File: src/rtl/spi_write_arbiter.sv
// -----------------------------------------------------------------------------
// spi_write_arbiter
//
// Shares one chip-select framed, MSB-first byte serializer between two
// requesters. Pending requests are arbitrated round-robin in IDLE, and the
// winner's byte is latched. ser_csn is then held low for exactly FRAME_CYCLES
// cycles. When the frame ends, the winner gets a one-cycle ack, and ser_csn
// stays high for a GAP_CYCLES inter-frame gap before the next grant.
//
// Ports:
//   clk         system clock, rising edge
//   rst_n       asynchronous active-low reset
//   req0/req1   write requests, held high until the matching ack
//   data0/data1 request bytes, sampled only in the grant cycle
//   ack0/ack1   one-cycle frame-complete pulses (never both high)
//   ser_csn     serializer chip select, low while a frame is active
//   ser_data    serializer byte, stable for the whole frame
//   busy        high whenever the arbiter is not idle
//   grant       id of the requester owning the current or last frame
//   frame_count completed frames, wraps at 16 bits
//
// All outputs are registered.
// -----------------------------------------------------------------------------
module spi_write_arbiter #(
    parameter int FRAME_CYCLES = 9,   // 9..255
    parameter int GAP_CYCLES   = 2    // 1..255
) (
    input  logic        clk,
    input  logic        rst_n,
    input  logic        req0,
    input  logic [7:0]  data0,
    input  logic        req1,
    input  logic [7:0]  data1,
    output logic        ack0,
    output logic        ack1,
    output logic        ser_csn,
    output logic [7:0]  ser_data,
    output logic        busy,
    output logic        grant,
    output logic [15:0] frame_count
);

    localparam logic [7:0] FRAME_LAST = 8'(FRAME_CYCLES - 1);
    localparam logic [7:0] GAP_LAST   = 8'(GAP_CYCLES - 1);

    typedef enum logic [1:0] {
        IDLE  = 2'd0,
        SHIFT = 2'd1,
        GAP   = 2'd2
    } state_t;

    state_t      state_reg,       state_next;
    logic [7:0]  cnt_reg,         cnt_next;
    logic [7:0]  ser_data_reg,    ser_data_next;
    logic        ser_csn_reg,     ser_csn_next;
    logic [1:0]  ack_reg,         ack_next;
    logic        busy_reg,        busy_next;
    logic        grant_reg,       grant_next;
    logic        last_grant_reg,  last_grant_next;
    logic [15:0] frame_count_reg, frame_count_next;

    // Round-robin winner: a lone request wins outright; on a tie the
    // requester that did not own the previous frame wins.
    logic any_req;
    logic win_id;

    always_comb begin
        any_req = req0 | req1;
        if (req0 && req1) begin
            win_id = ~last_grant_reg;
        end else begin
            win_id = req1;
        end
    end

    always_comb begin
        state_next       = state_reg;
        cnt_next         = cnt_reg;
        ser_data_next    = ser_data_reg;
        ser_csn_next     = ser_csn_reg;
        ack_next         = 2'b00;      // acks are single-cycle pulses
        busy_next        = busy_reg;
        grant_next       = grant_reg;
        last_grant_next  = last_grant_reg;
        frame_count_next = frame_count_reg;

        case (state_reg)
            IDLE: begin
                if (any_req) begin
                    ser_data_next   = win_id ? data1 : data0;
                    grant_next      = win_id;
                    last_grant_next = win_id;
                    ser_csn_next    = 1'b0;
                    busy_next       = 1'b1;
                    cnt_next        = 8'd0;
                    state_next      = SHIFT;
                end
            end

            SHIFT: begin
                // Byte and owner are frozen here; requester inputs are ignored
                // until the arbiter is back in IDLE.
                if (cnt_reg == FRAME_LAST) begin
                    ser_csn_next          = 1'b1;
                    ack_next[grant_reg]   = 1'b1;
                    frame_count_next      = frame_count_reg + 16'd1;
                    cnt_next              = 8'd0;
                    state_next            = GAP;
                end else begin
                    cnt_next = cnt_reg + 8'd1;
                end
            end

            GAP: begin
                if (cnt_reg == GAP_LAST) begin
                    busy_next  = 1'b0;
                    cnt_next   = 8'd0;
                    state_next = IDLE;
                end else begin
                    cnt_next = cnt_reg + 8'd1;
                end
            end

            default: begin
                ser_csn_next = 1'b1;
                busy_next    = 1'b0;
                cnt_next     = 8'd0;
                state_next   = IDLE;
            end
        endcase
    end

    // Asynchronous reset pulls ser_csn high immediately, aborting any frame
    // in flight without an ack.
    always_ff @(posedge clk or negedge rst_n) begin
        if (!rst_n) begin
            state_reg       <= IDLE;
            cnt_reg         <= 8'd0;
            ser_data_reg    <= 8'h00;
            ser_csn_reg     <= 1'b1;
            ack_reg         <= 2'b00;
            busy_reg        <= 1'b0;
            grant_reg       <= 1'b0;
            last_grant_reg  <= 1'b1;   // requester 0 wins the first tie
            frame_count_reg <= 16'd0;
        end else begin
            state_reg       <= state_next;
            cnt_reg         <= cnt_next;
            ser_data_reg    <= ser_data_next;
            ser_csn_reg     <= ser_csn_next;
            ack_reg         <= ack_next;
            busy_reg        <= busy_next;
            grant_reg       <= grant_next;
            last_grant_reg  <= last_grant_next;
            frame_count_reg <= frame_count_next;
        end
    end

    assign ack0        = ack_reg[0];
    assign ack1        = ack_reg[1];
    assign ser_csn     = ser_csn_reg;
    assign ser_data    = ser_data_reg;
    assign busy        = busy_reg;
    assign grant       = grant_reg;
    assign frame_count = frame_count_reg;

endmodule

File: config.mk
export PLATFORM = sky130hd
export DESIGN_NAME = spi_write_arbiter
export DESIGN_NICKNAME = d
export VERILOG_FILES = /design/src/rtl/spi_write_arbiter.sv
export SDC_FILE = /design/constraint.sdc
export NUM_CORES = 1
export LEC_CHECK = 0
export ABC_AREA = 0
export CORE_ASPECT_RATIO = 0.7
export CORE_MARGIN = 2
export CORE_UTILIZATION = 39
export CTS_CLUSTER_DIAMETER = 30
export DETAILED_ROUTE_END_ITERATION = 6
export PLACE_DENSITY_LB_ADDON = 0.2
export REMOVE_ABC_BUFFERS = 1
export SLEW_MARGIN = 40
export SYNTH_ARGS = -nofsm -noshare
export SYNTH_HDL_FRONTEND = slang
export SYNTH_SLANG_ARGS = --single-unit
File: constraint.sdc
create_clock -name clk -period 2.4 [get_ports clk]
set_input_delay 0.36 -clock clk [delete_from_list [all_inputs] [get_ports clk]]
set_output_delay 0.36 -clock clk [all_outputs]
set_load 0.02 [all_outputs]
==> results of run 1 <==
-- synthesized netlist by cell type, types with 3 or more instances --
cell / number
and3_1: 5
xnor2_1: 14
clkbuf_1: 5
nand3_1: 10
o21ai_0: 9
nand4_1: 6
o32a_1: 3
dfrtp_1: 38
mux2i_1: 8
o211ai_1: 5
a21oi_1: 4
xor2_1: 4
inv_1: 6
nor3_1: 6
ha_1: 7
nand2_1: 18
-- worst min-delay path by stage --
| stage | endpoint | cells past startpoint |
|---|---|---|
| 6_report | ser_data[1] | 1 |
| 5_1_grt | ser_data[3] | 1 |
| 4_1_cts | state_reg[1] | 1 |
| 3_5_place_dp | state_reg[1] | 1 |
| 3_3_place_gp | ser_data[3] | 2 |
| 2_1_floorplan | ack_reg[0] | 0 |
-- critical path, stage by stage, from the launching register on --
cell and delay, ns:
dfrtp_1 0.44, or3_1 0.52, o41a_1 0.58, o21ai_2 0.34
o311ai_0 0.16
-- layout make-up --
| type | count | area (µm²) | share of cell area, % |
|---|---|---|---|
| multi-input cells | 127 | 899.6 | 33.80 |
| well taps | 69 | 86.33 | 3.244 |
| inverters | 6 | 22.52 | 0.8463 |
| repair buffers | 54 | 523.0 | 19.65 |
| clock inverters | 1 | 30.03 | 1.128 |
| clock buffers | 7 | 96.34 | 3.620 |
| flip-flops and latches | 40 | 1003 | 37.71 |
-- logic make-up (layout without fill, tap and decap cells) --
logic type                 count (synthesis)  after routing  synth area share [%]
AOI/OAI and AO/OA                         33             33                 11.54
xor gates and xnor gates                  18             18                 7.990
adders and majority gates                  7              7                 4.439
buffers and inverters                     16             68                 3.551
DFF                                       40             40                 50.86
muxes                                      9              9                 4.629
and+or+nand+nor                           60             60                 16.99
-- where the power goes --
| part | total, mW | internal, mW | switching [mW] |
|---|---|---|---|
| clock | 0.598 | 0.367 | 0.231 |
| combinational | 0.902 | 0.406 | 0.496 |
| sequential | 0.903 | 0.817 | 0.0856 |
| total | 2.40 | 1.59 | 0.813 |
-- layer usage --
| layer | track usage, % | vias to the layer above | part of all wire, % |
|---|---|---|---|
| li1 | - | 755 | - |
| met5 | 0 | - | 0 |
| met1 | 21.88 | 706 | 50 |
| met4 | 3.918 | 0 | 0.46 |
| met2 | 22.85 | 41 | 42 |
| met3 | 6.291 | 2 | 7.2 |
-- stage by stage --
| step | instances | setup slack, ns | power [mW] | util, % |
|---|---|---|---|---|
| 6_report | 304 | 0.2180 | 2.403 | 55.05 |
| 5_1_grt | 304 | 0.1295 | 2.563 | 55.05 |
| 4_1_cts | 304 | 0.2510 | 2.428 | 55.05 |
| 3_5_place_dp | 296 | 0.2487 | 1.820 | 52.43 |
| 3_3_place_gp | 296 | 0.2884 | 1.814 | 52.38 |
| 2_1_floorplan | 173 | 0.4163 | 1.440 | - |
==> results.md, run 1 <==
- Critical path origin: cnt_reg[2]
- Setup TNS: 0 ns
- Leakage: 1.136 nW
- Post-synthesis sequential element count: 40
- Starting DRC count in detailed routing: 78
- Die height: 63.51 µm
- Design area: 0.002661 mm²
- Post-synthesis sequential area ratio: 50.86%
- RR Endpoint: cnt_reg[2]
- Max-Slew Margin vs Limit: 56.20%
- Die ar.: 0.005653 mm²
- Initial core utilization: 40.81%
- CTS tree: yes
- Most common cell after layout, fill and taps aside: clkdlybuf4s50_1
- Clk Latency, worst-skew pair: 0.29 ns
- Clock Skews: 0.005699 ns
- Post-DRT Antenna Nets: 0
- Mapped Avg Cell Area: 10.78 µm²
- Hold Slack: 0.03510 ns
- Hold Crit Class: in2async
- YS warnings: 0
- Least-Margin Pin Slew: 0.6479 ns
- CTS resizes: 0
- Fin. max-slew vios: 0
- Count of flip-flops with a built-in enable after synthesis: 0
- Vias per cell: 4.947
- Status: complete, no violations
- Num CTS Buffers: 5
- CTS H-tree lvls: 2
- Max_cap viols: 0
- Final setup vio count: 0
- Root Driver: clkbuf_8
- Top cells by area, synth: dfrtp_1, xnor2_1, ha_1, mux2i_1, nand2_1
- Max FFs per register: 16
- Hpwl dp: 2854 µm
- Vias in the first global route: 1471
- Clock sink total: 40
- Flop2flop setup slack: 0.22 ns
- Async S/R FF share, synth: 100.0%
- DRC Markers: 0
- Pre-Repair DR Iteration Count: 4
- Pin count of the biggest net entering global routing: 41
- Share of cells above drive strength 1: 9.787%
- WP data required: 2.54 ns
- CP endpoint: cnt_reg[2]
- Primary FF master, synth: dfrtp_1
- Placed cell area: 0.002535 mm²
- Crit path DAT: 2.33 ns
- Port-buffer cells: 48
- Cell count after synthesis: 183
- Tcrit/Tclk final: 90.92%
- FILL cells: 454
- Critical path peak fanout: 11
- Total wire length: 3950 µm
- Period minus WS final: 2.182 ns
- Fmax: 458.3 MHz
- Fin. Hold Viols: 0
- Die X: 89.02 µm
- Core area: 0.004835 mm²
- Area Overhead vs Synth: 34.88%
- Hold Buf Count CTS: 0
- # diodes: 0
- Commonest cells after routing, fill and taps aside: clkdlybuf4s50_1, dfrtp_1, nand2_1, xnor2_1, nand3_1
- Critical path capture point type: flop
- GRT Total Usage: 15.73%
- CTS Buffer Depth: 2
- Cell area after synthesis: 0.001973 mm²
- RSZ-0062 raised after global routing: false
- NumNets Final: 261
- Ports: 49
- Worst Setup Start Kind: flop
- Post-CTS Setup Bufs: 0
- Global route overflow: 0
- First-pass GRT wire length: 6886 µm
- Post-synth top area cell: dfrtp_1
- Crit path kind: reg2reg
- Netlist cell types: 43
- Gpl congestion: 0.8056
- Initial antenna violation count: 0
- # rows: 21
- Synth top area share: 48.19%
- Reg-to-reg startpoint: cnt_reg[2]
- R2R depth: 4
- Max IR drop VDD: 0.0005638 V
- Routed len/inst: 12.99 µm
- Vias: 1504
- CTS clk-pin slew, worst paths: 0.08 ns
- Pwr dens: 902.8 mW/mm²
Note: power is estimated with default switching activity, not from simulation.
==> inputs of run 2 (changes only) <==
Settings changed: CORE_ASPECT_RATIO 0.7 to 1.1, CTS_CLUSTER_SIZE set to 20.
==> run 2 against run 1 <==
  * Combinational power is 2% lower
  * Sequential power hardly changed
  * Cell area is 2.3% lower
  * Hold slack worse by 0.033 ns
  * Via count is 2.4% higher
  * Register-to-register slack better by 0.04 ns
  * First-iteration DRC count is 19% lower
  * Wire length is 3.0% higher
  * Clock power is 29% lower
  * Critical endpoint unchanged
  * Maximum frequency is 1.7% higher
  * Total power is 7.7% lower
==> results.md, run 2 (same netlist as run 1, synthesis figures left out) <==
- Met3 Use GR: 2.953% (was 6.291%)
- Pin count of the biggest net entering global routing: 23 (was 41)
- Root Driver: clkbuf_8 (unchanged)
- DRC Markers: 0 (unchanged)
- Final setup margin: 0.2554 ns (was 0.2180 ns)
- FILL cells: 454 (unchanged)
- Total wire length: 4069 µm (was 3950 µm)
- Clock Skews: 0.005157 ns (was 0.005699 ns)
- GRT Total Usage: 15.40% (was 15.73%)
- Crit-path slowest cell: o41a_1 (unchanged)
- Die ar.: 0.005645 mm² (was 0.005653 mm²)
- CTS resizes: 0 (unchanged)
- Post-DRT Antenna Nets: 0 (unchanged)
- Fmax: 466.3 MHz (was 458.3 MHz)
- Starting DRC count in detailed routing: 63 (was 78)
- Placed cell area: 0.002519 mm² (was 0.002535 mm²)
- Crit path kind: reg2reg (unchanged)
- Clk Latency, worst-skew pair: 0.29 ns (about the same)
- Hpwl dp: 3085 µm (was 2854 µm)
- Met1 usage: 20.70% (was 21.88%)
- FF+latch area: 0.001003 mm² (unchanged)
- Crit path cell chain: or3_1 -> o41a_1 -> o21ai_2 -> o311ai_0 (unchanged)
- Max IR drop VDD: 0.0005296 V (was 0.0005638 V)
- Pre-Repair DR Iteration Count: 4 (unchanged)
- Slowest stage delay, CP: 0.58 ns (about the same)
- Dpl cells: 285 (was 296)
- # diodes: 0 (unchanged)
- GRT busiest layer: met2 (unchanged)
- Vias: 1540 (was 1504)
- Least-Margin Pin Slew: 0.4400 ns (was 0.6479 ns)
- Worst Setup Start Kind: flop (unchanged)
- CTS Buffer Depth: 2 (unchanged)
- Routed len/inst: 13.89 µm (was 12.99 µm)
- Clock sink total: 40 (unchanged)
- # rows: 27 (was 21)
- WP data required: 2.55 ns (was 2.54 ns)
- Area of the multi-input gates: 899.6 µm² (unchanged)
- Fin. max-slew vios: 0 (unchanged)
- Port-buffer cells: 48 (unchanged)
- Met2 usage: 24.54% (was 22.85%)
- Die height: 78.60 µm (was 63.51 µm)
- Share of cells above drive strength 1: 8.936% (was 9.787%)
- Global route overflow: 0 (unchanged)
- Period minus WS final: 2.145 ns (was 2.182 ns)
- Hold Crit Class: in2async (unchanged)
- Hold Buf Count CTS: 0 (unchanged)
- Vias per cell: 5.256 (was 4.947)
- Max_cap viols: 0 (unchanged)
- Gpl congestion: 0.7843 (was 0.8056)
- Critical path capture point type: flop (unchanged)
- Leakage: 1.113 nW (was 1.136 nW)
- NumNets Final: 261 (unchanged)
- Design area: 0.002600 mm² (was 0.002661 mm²)
- Fin. Hold Viols: 0 (unchanged)
- Initial antenna violation count: 0 (unchanged)
- Max FFs per register: 16 (unchanged)
- Tcrit/Tclk final: 89.36% (was 90.92%)
- Commonest cells after routing, fill and taps aside: clkdlybuf4s50_1, dfrtp_1, nand2_1, xnor2_1, nand3_1 (unchanged)
- Num CTS Buffers: 5 (unchanged)
- Status: complete, no violations (unchanged)
- Die X: 71.82 µm (was 89.02 µm)
- CTS clk-pin slew, worst paths: 0.07 ns (was 0.08 ns)
- Max-Slew Margin vs Limit: 70.66% (was 56.20%)
- Final setup vio count: 0 (unchanged)
- First-pass GRT wire length: 6858 µm (was 6886 µm)
- Flop2flop setup slack: 0.26 ns (was 0.22 ns)
- RSZ-0062 raised after global routing: false (unchanged)
- Non-Filler Instances: 293 (was 304)
- Crit path DAT: 2.29 ns (was 2.33 ns)
- Vias in the first global route: 1436 (was 1471)
- Pwr dens: 852.5 mW/mm² (was 902.8 mW/mm²)
- Core area: 0.004932 mm² (was 0.004835 mm²)
- Area Overhead vs Synth: 31.77% (was 34.88%)
- Critical path peak fanout: 11 (unchanged)
- Ports: 49 (unchanged)
- Setup TNS: 0 ns (unchanged)
- Post-CTS Setup Bufs: 0 (unchanged)
- Final Util: 52.71% (was 55.05%)
- Most common cell after layout, fill and taps aside: clkdlybuf4s50_1 (unchanged)
- Pre-CTS setup slack: 0.2812 ns (was 0.2487 ns)
- CTS H-tree lvls: 2 (unchanged)
- Initial core utilization: 40.01% (was 40.81%)
- CTS tree: yes (unchanged)
==> run 2: power by group <==
group	switching, mW	total [mW]	internal (mW)
combinational	0.488	0.888	0.401
sequential	0.0852	0.903	0.818
clock	0.221	0.425	0.204
==> run 2: through the flow <==
stage,power (mW),hold slack (ns)
final,2.217,0.002432
after global routing,2.354,0.03772
after CTS,2.245,0.01687
after detailed placement,1.812,0.3248
after global placement,1.801,0.3203
after floorplan,1.440,0.06441
==> run 2: path summary, 6_finish.rpt <==
path,startpoint,to,cells past startpoint
setup / recovery,cnt_reg[2],cnt_reg[2],4
hold / removal,rst_n,frame_count[1],1
setup reg to reg,cnt_reg[2],cnt_reg[2],4
hold reg to reg,ser_data[4],ser_data[4],2
max in group asynchronous,rst_n,ser_data[5],2
min in group clk,ser_data[4],ser_data[4],2
==> run 2: worst max-delay path: cells and delay by family, from the launching register on <==
kind / cells / cell delay [ns]
AO/OA/AOI/OAI: 3 / 1.03
flip-flops: 1 / 0.45
AND/OR/NAND/NOR: 1 / 0.53
==> run 2: routing by layer <==
| layer | routed length, µm | up-vias |
|---|---|---|
| li1 | - | 760 |
| met1 | 1860 | 744 |
| met2 | 2011 | 30 |
| met3 | 146 | 6 |
| met4 | 51 | 0 |
| met5 | 0 | - |
==> run 2: final cells by class <==
| cell class | count | share of cell area (%) |
|---|---|---|
| Sequential cell | 40 | 38.59 |
| Clock buffer | 7 | 2.936 |
| Inverter | 6 | 0.8662 |
| Tap cell | 58 | 2.791 |
| Clock inverter | 1 | 0.1925 |
| Multi-Input combinational cell | 127 | 34.60 |
| Timing Repair Buffer | 54 | 20.02 |
==> inputs of run 3 (changes only) <==
Settings changed: ABC_AREA 0 to 1.
==> run 3 against run 2 <==
  * Clock skew grew 0.0035 ns
  * Hold slack gained 0.037 ns
  * Cell area rose by 5.7%
  * Wire length rose by 11%
  * Sequential cell count is the same
  * Count of clock-buffer cells in the layout down 1
  * Die area up 6.7%
  * Critical path type is now reg2out
  * Highest routed layer unchanged
==> results.md, run 3 <==
- WP data required: 2.04 ns (was 2.55 ns)
- Ports: 49 (unchanged)
- DRC Markers: 0 (unchanged)
- Hold Slack: 0.03943 ns (was 0.002432 ns)
- Initial antenna violation count: 0 (unchanged)
- Met2 WL: 2306 µm (was 2011 µm)
- Pre-Repair DR Iteration Count: 4 (unchanged)
- Max Used Layer: met4 (unchanged)
- Hpwl dp: 3289 µm (was 3085 µm)
- Least-Margin Pin Slew: 0.6226 ns (was 0.4400 ns)
- Area Overhead vs Synth: 30.08% (was 31.77%)
- R2R depth: 8 (was 4)
- Stages on worst setup path: 1 (was 4)
- Hold Crit Class: in2async (unchanged)
- Tcrit/Tclk final: 74.24% (was 89.36%)
- Leakage: 1.227 nW (was 1.113 nW)
- Post-DRT Antenna Nets: 0 (unchanged)
- Max-Slew Margin vs Limit: 58.45% (was 70.66%)
- Design area: 0.002749 mm² (was 0.002600 mm²)
- Crit-path slowest cell: clkdlybuf4s50_1 (was o41a_1)
- Core area: 0.005290 mm² (was 0.004932 mm²)
- Synth top area share: 45.00% (was 48.19%)
- Vias in the first global route: 1681 (was 1436)
- Gpl congestion: 0.8369 (was 0.7843)
- Clock sink total: 40 (unchanged)
- First-pass GRT wire length: 7541 µm (was 6858 µm)
- Post-synthesis sequential element count: 40 (unchanged)
- Pwr dens: 800.8 mW/mm² (was 852.5 mW/mm²)
- Final Util: 51.96% (was 52.71%)
- NumNets Final: 350 (was 261)
- Setup TNS: 0 ns (unchanged)
- Crit path kind: reg2out (was reg2reg)
- Most instantiated cells after synthesis: nand2_1, dfrtp_1, nor2_1 (was dfrtp_1, nand2_1, xnor2_1)
- YS warnings: 0 (unchanged)
- Primary FF master, synth: dfrtp_1 (unchanged)
- Starting DRC count in detailed routing: 79 (was 63)
- Critical path peak fanout: 2 (was 11)
- Cell count after synthesis: 272 (was 183)
- Flop2flop setup slack: 0.64 ns (was 0.26 ns)
- Fin. Hold Viols: 0 (unchanged)
- Non-Filler Instances: 399 (was 293)
- Netlist cell types: 23 (was 43)
- Pin count of the biggest net entering global routing: 41 (was 23)
- Critical path capture point type: output port (was flop)
- Max IR drop VDD: 0.0006786 V (was 0.0005296 V)
- Period minus WS final: 1.782 ns (was 2.145 ns)
- Vias per cell: 4.627 (was 5.256)
- Pre-CTS setup slack: 0.4838 ns (was 0.2812 ns)
- Top cells by area, synth: dfrtp_1, nand2_1, nor2_1, ha_1, inv_1 (was dfrtp_1, xnor2_1, ha_1, mux2i_1, nand2_1)
- Die height: 81.21 µm (was 78.60 µm)
- Cell area after synthesis: 0.002113 mm² (was 0.001973 mm²)
- Root Driver: clkbuf_8 (unchanged)
- CTS resizes: 0 (unchanged)
- Total power: 2.201 mW (was 2.217 mW)
- # rows: 28 (was 27)
- Crit path cell chain: clkdlybuf4s50_1 (was or3_1 -> o41a_1 -> o21ai_2 -> o311ai_0)
- Post-synthesis sequential area ratio: 47.48% (was 50.86%)
- Post-synth top area cell: dfrtp_1 (unchanged)
- Clk Latency, worst-skew pair: 0.29 ns (about the same)
- Share of cells above drive strength 1: 5.556% (was 8.936%)
- Most common cell in the netlist: nand2_1 (was dfrtp_1)
- Worst Setup Start Kind: flop (unchanged)
- Clock Skews: 0.008694 ns (was 0.005157 ns)
- Die ar.: 0.006024 mm² (was 0.005645 mm²)
- Placed cell area: 0.002656 mm² (was 0.002519 mm²)
- Status: complete, no violations (unchanged)
- RR Endpoint: frame_count[4] (was cnt_reg[2])
- Reg-to-reg startpoint: cnt_reg[0] (was cnt_reg[2])
- Count of flip-flops with a built-in enable after synthesis: 0 (unchanged)
- Die X: 74.19 µm (was 71.82 µm)
- # diodes: 0 (unchanged)
- Async S/R FF share, synth: 100.0% (unchanged)
- Max_cap viols: 0 (unchanged)
- CTS Buffer Depth: 2 (unchanged)
- RSZ-0062 raised after global routing: false (unchanged)
- Num CTS Buffers: 5 (unchanged)
- Crit path DAT: 1.42 ns (was 2.29 ns)
- Slowest stage delay, CP: 0.60 ns (was 0.58 ns)
- Vias: 1846 (was 1540)
- Most common cell after layout, fill and taps aside: nand2_1 (was clkdlybuf4s50_1)
- Initial core utilization: 39.95% (was 40.01%)
- DRT met1 WL: 2020 µm (was 1860 µm)
- Dpl cells: 391 (was 285)
- Hold Buf Count CTS: 0 (unchanged)
- CP bufs+invs: 1 (was 0)
- Port-buffer cells: 48 (unchanged)
- CTS tree: yes (unchanged)
- Mapped Avg Cell Area: 7.769 µm² (was 10.78 µm²)
- Fin. max-slew vios: 0 (unchanged)
- Fmax: 561.2 MHz (was 466.3 MHz)
- Total wire length: 4499 µm (was 4069 µm)
- Largest delay contributor family on the critical path: buffers and inverters (was compound AO/OA/AOI/OAI gates)
- Global route overflow: 0 (unchanged)
- Routed len/inst: 11.28 µm (was 13.89 µm)
- WL met3: 128 µm (was 146 µm)
- Commonest cells after routing, fill and taps aside: nand2_1, clkdlybuf4s50_1, dfrtp_1, nor2_1, inv_1 (was clkdlybuf4s50_1, dfrtp_1, nand2_1, xnor2_1, nand3_1)
- Final setup vio count: 0 (unchanged)
- Max FFs per register: 16 (unchanged)
- Final setup margin: 0.6182 ns (was 0.2554 ns)
- CTS H-tree lvls: 2 (unchanged)
- CTS clk-pin slew, worst paths: 0.08 ns (was 0.07 ns)
- Post-CTS Setup Bufs: 0 (unchanged)
- GRT Total Usage: 16.05% (was 15.40%)
-- run 3: cell count changes after synthesis, moves of 4 or more --
cell      delta
nand2_1     +76
nor2_1      +34
inv_1       +17
xnor2_1     -10
mux2i_1      -8
a31oi_1      +7
o21ai_0      +7
nor3_1       -6
and3_1       -5
clkbuf_1     -5
o211ai_1     -5
xor2_1       +5
nand3_1      +4
-- run 3: where the power goes --
group	leakage (nW)	total (mW)	internal, mW	switching, mW
registers	0.522	0.898	0.822	0.0761
clock network	0.0510	0.458	0.229	0.229
logic	0.654	0.845	0.347	0.498
-- run 3: routing by layer --
layer  GRT usage [%]  up-vias
met1           19.98      852
met4           4.909        0
li1                -      963
met2           27.95       27
met3           2.978        4
met5               0        -
-- run 3: cell families (layout without fill, tap and decap cells) --
kind of cell               Yosys count  in the layout  synth area share [%]
buffers and inverters               29             81                 5.802
and+or+nand+nor                    154            154                 29.84
AOI/OAI and AO/OA                   29             29                 7.342
adders and majority gates            7              7                 4.144
DFF                                 40             40                 47.48
xor gates and xnor gates            13             13                 5.388
-- run 3: area by class of cell --
| class | instances | area, µm² |
|---|---|---|
| clock buffer | 6 | 82.58 |
| multi-input combinational | 203 | 987.2 |
| clock inverter | 2 | 10.01 |
| tap | 75 | 93.84 |
| inverter | 25 | 93.84 |
| timing repair buffer | 48 | 478.0 |
| fill | 506 | 2541 |
| sequential | 40 | 1003 |
-- run 3: how the worst max path moves through the flow --
stage / startpoint / end / slack (ns)
2_1_floorplan: cnt_reg[0] / frame_count[4] / 0.88
3_3_place_gp: req1 / cnt_reg[1] / 0.51
3_5_place_dp: req1 / cnt_reg[6] / 0.48
4_1_cts: cnt_reg[0] / frame_count[4] / 0.60
5_1_grt: cnt_reg[0] / frame_count[4] / 0.44
6_report: ser_csn / ser_csn / 0.62
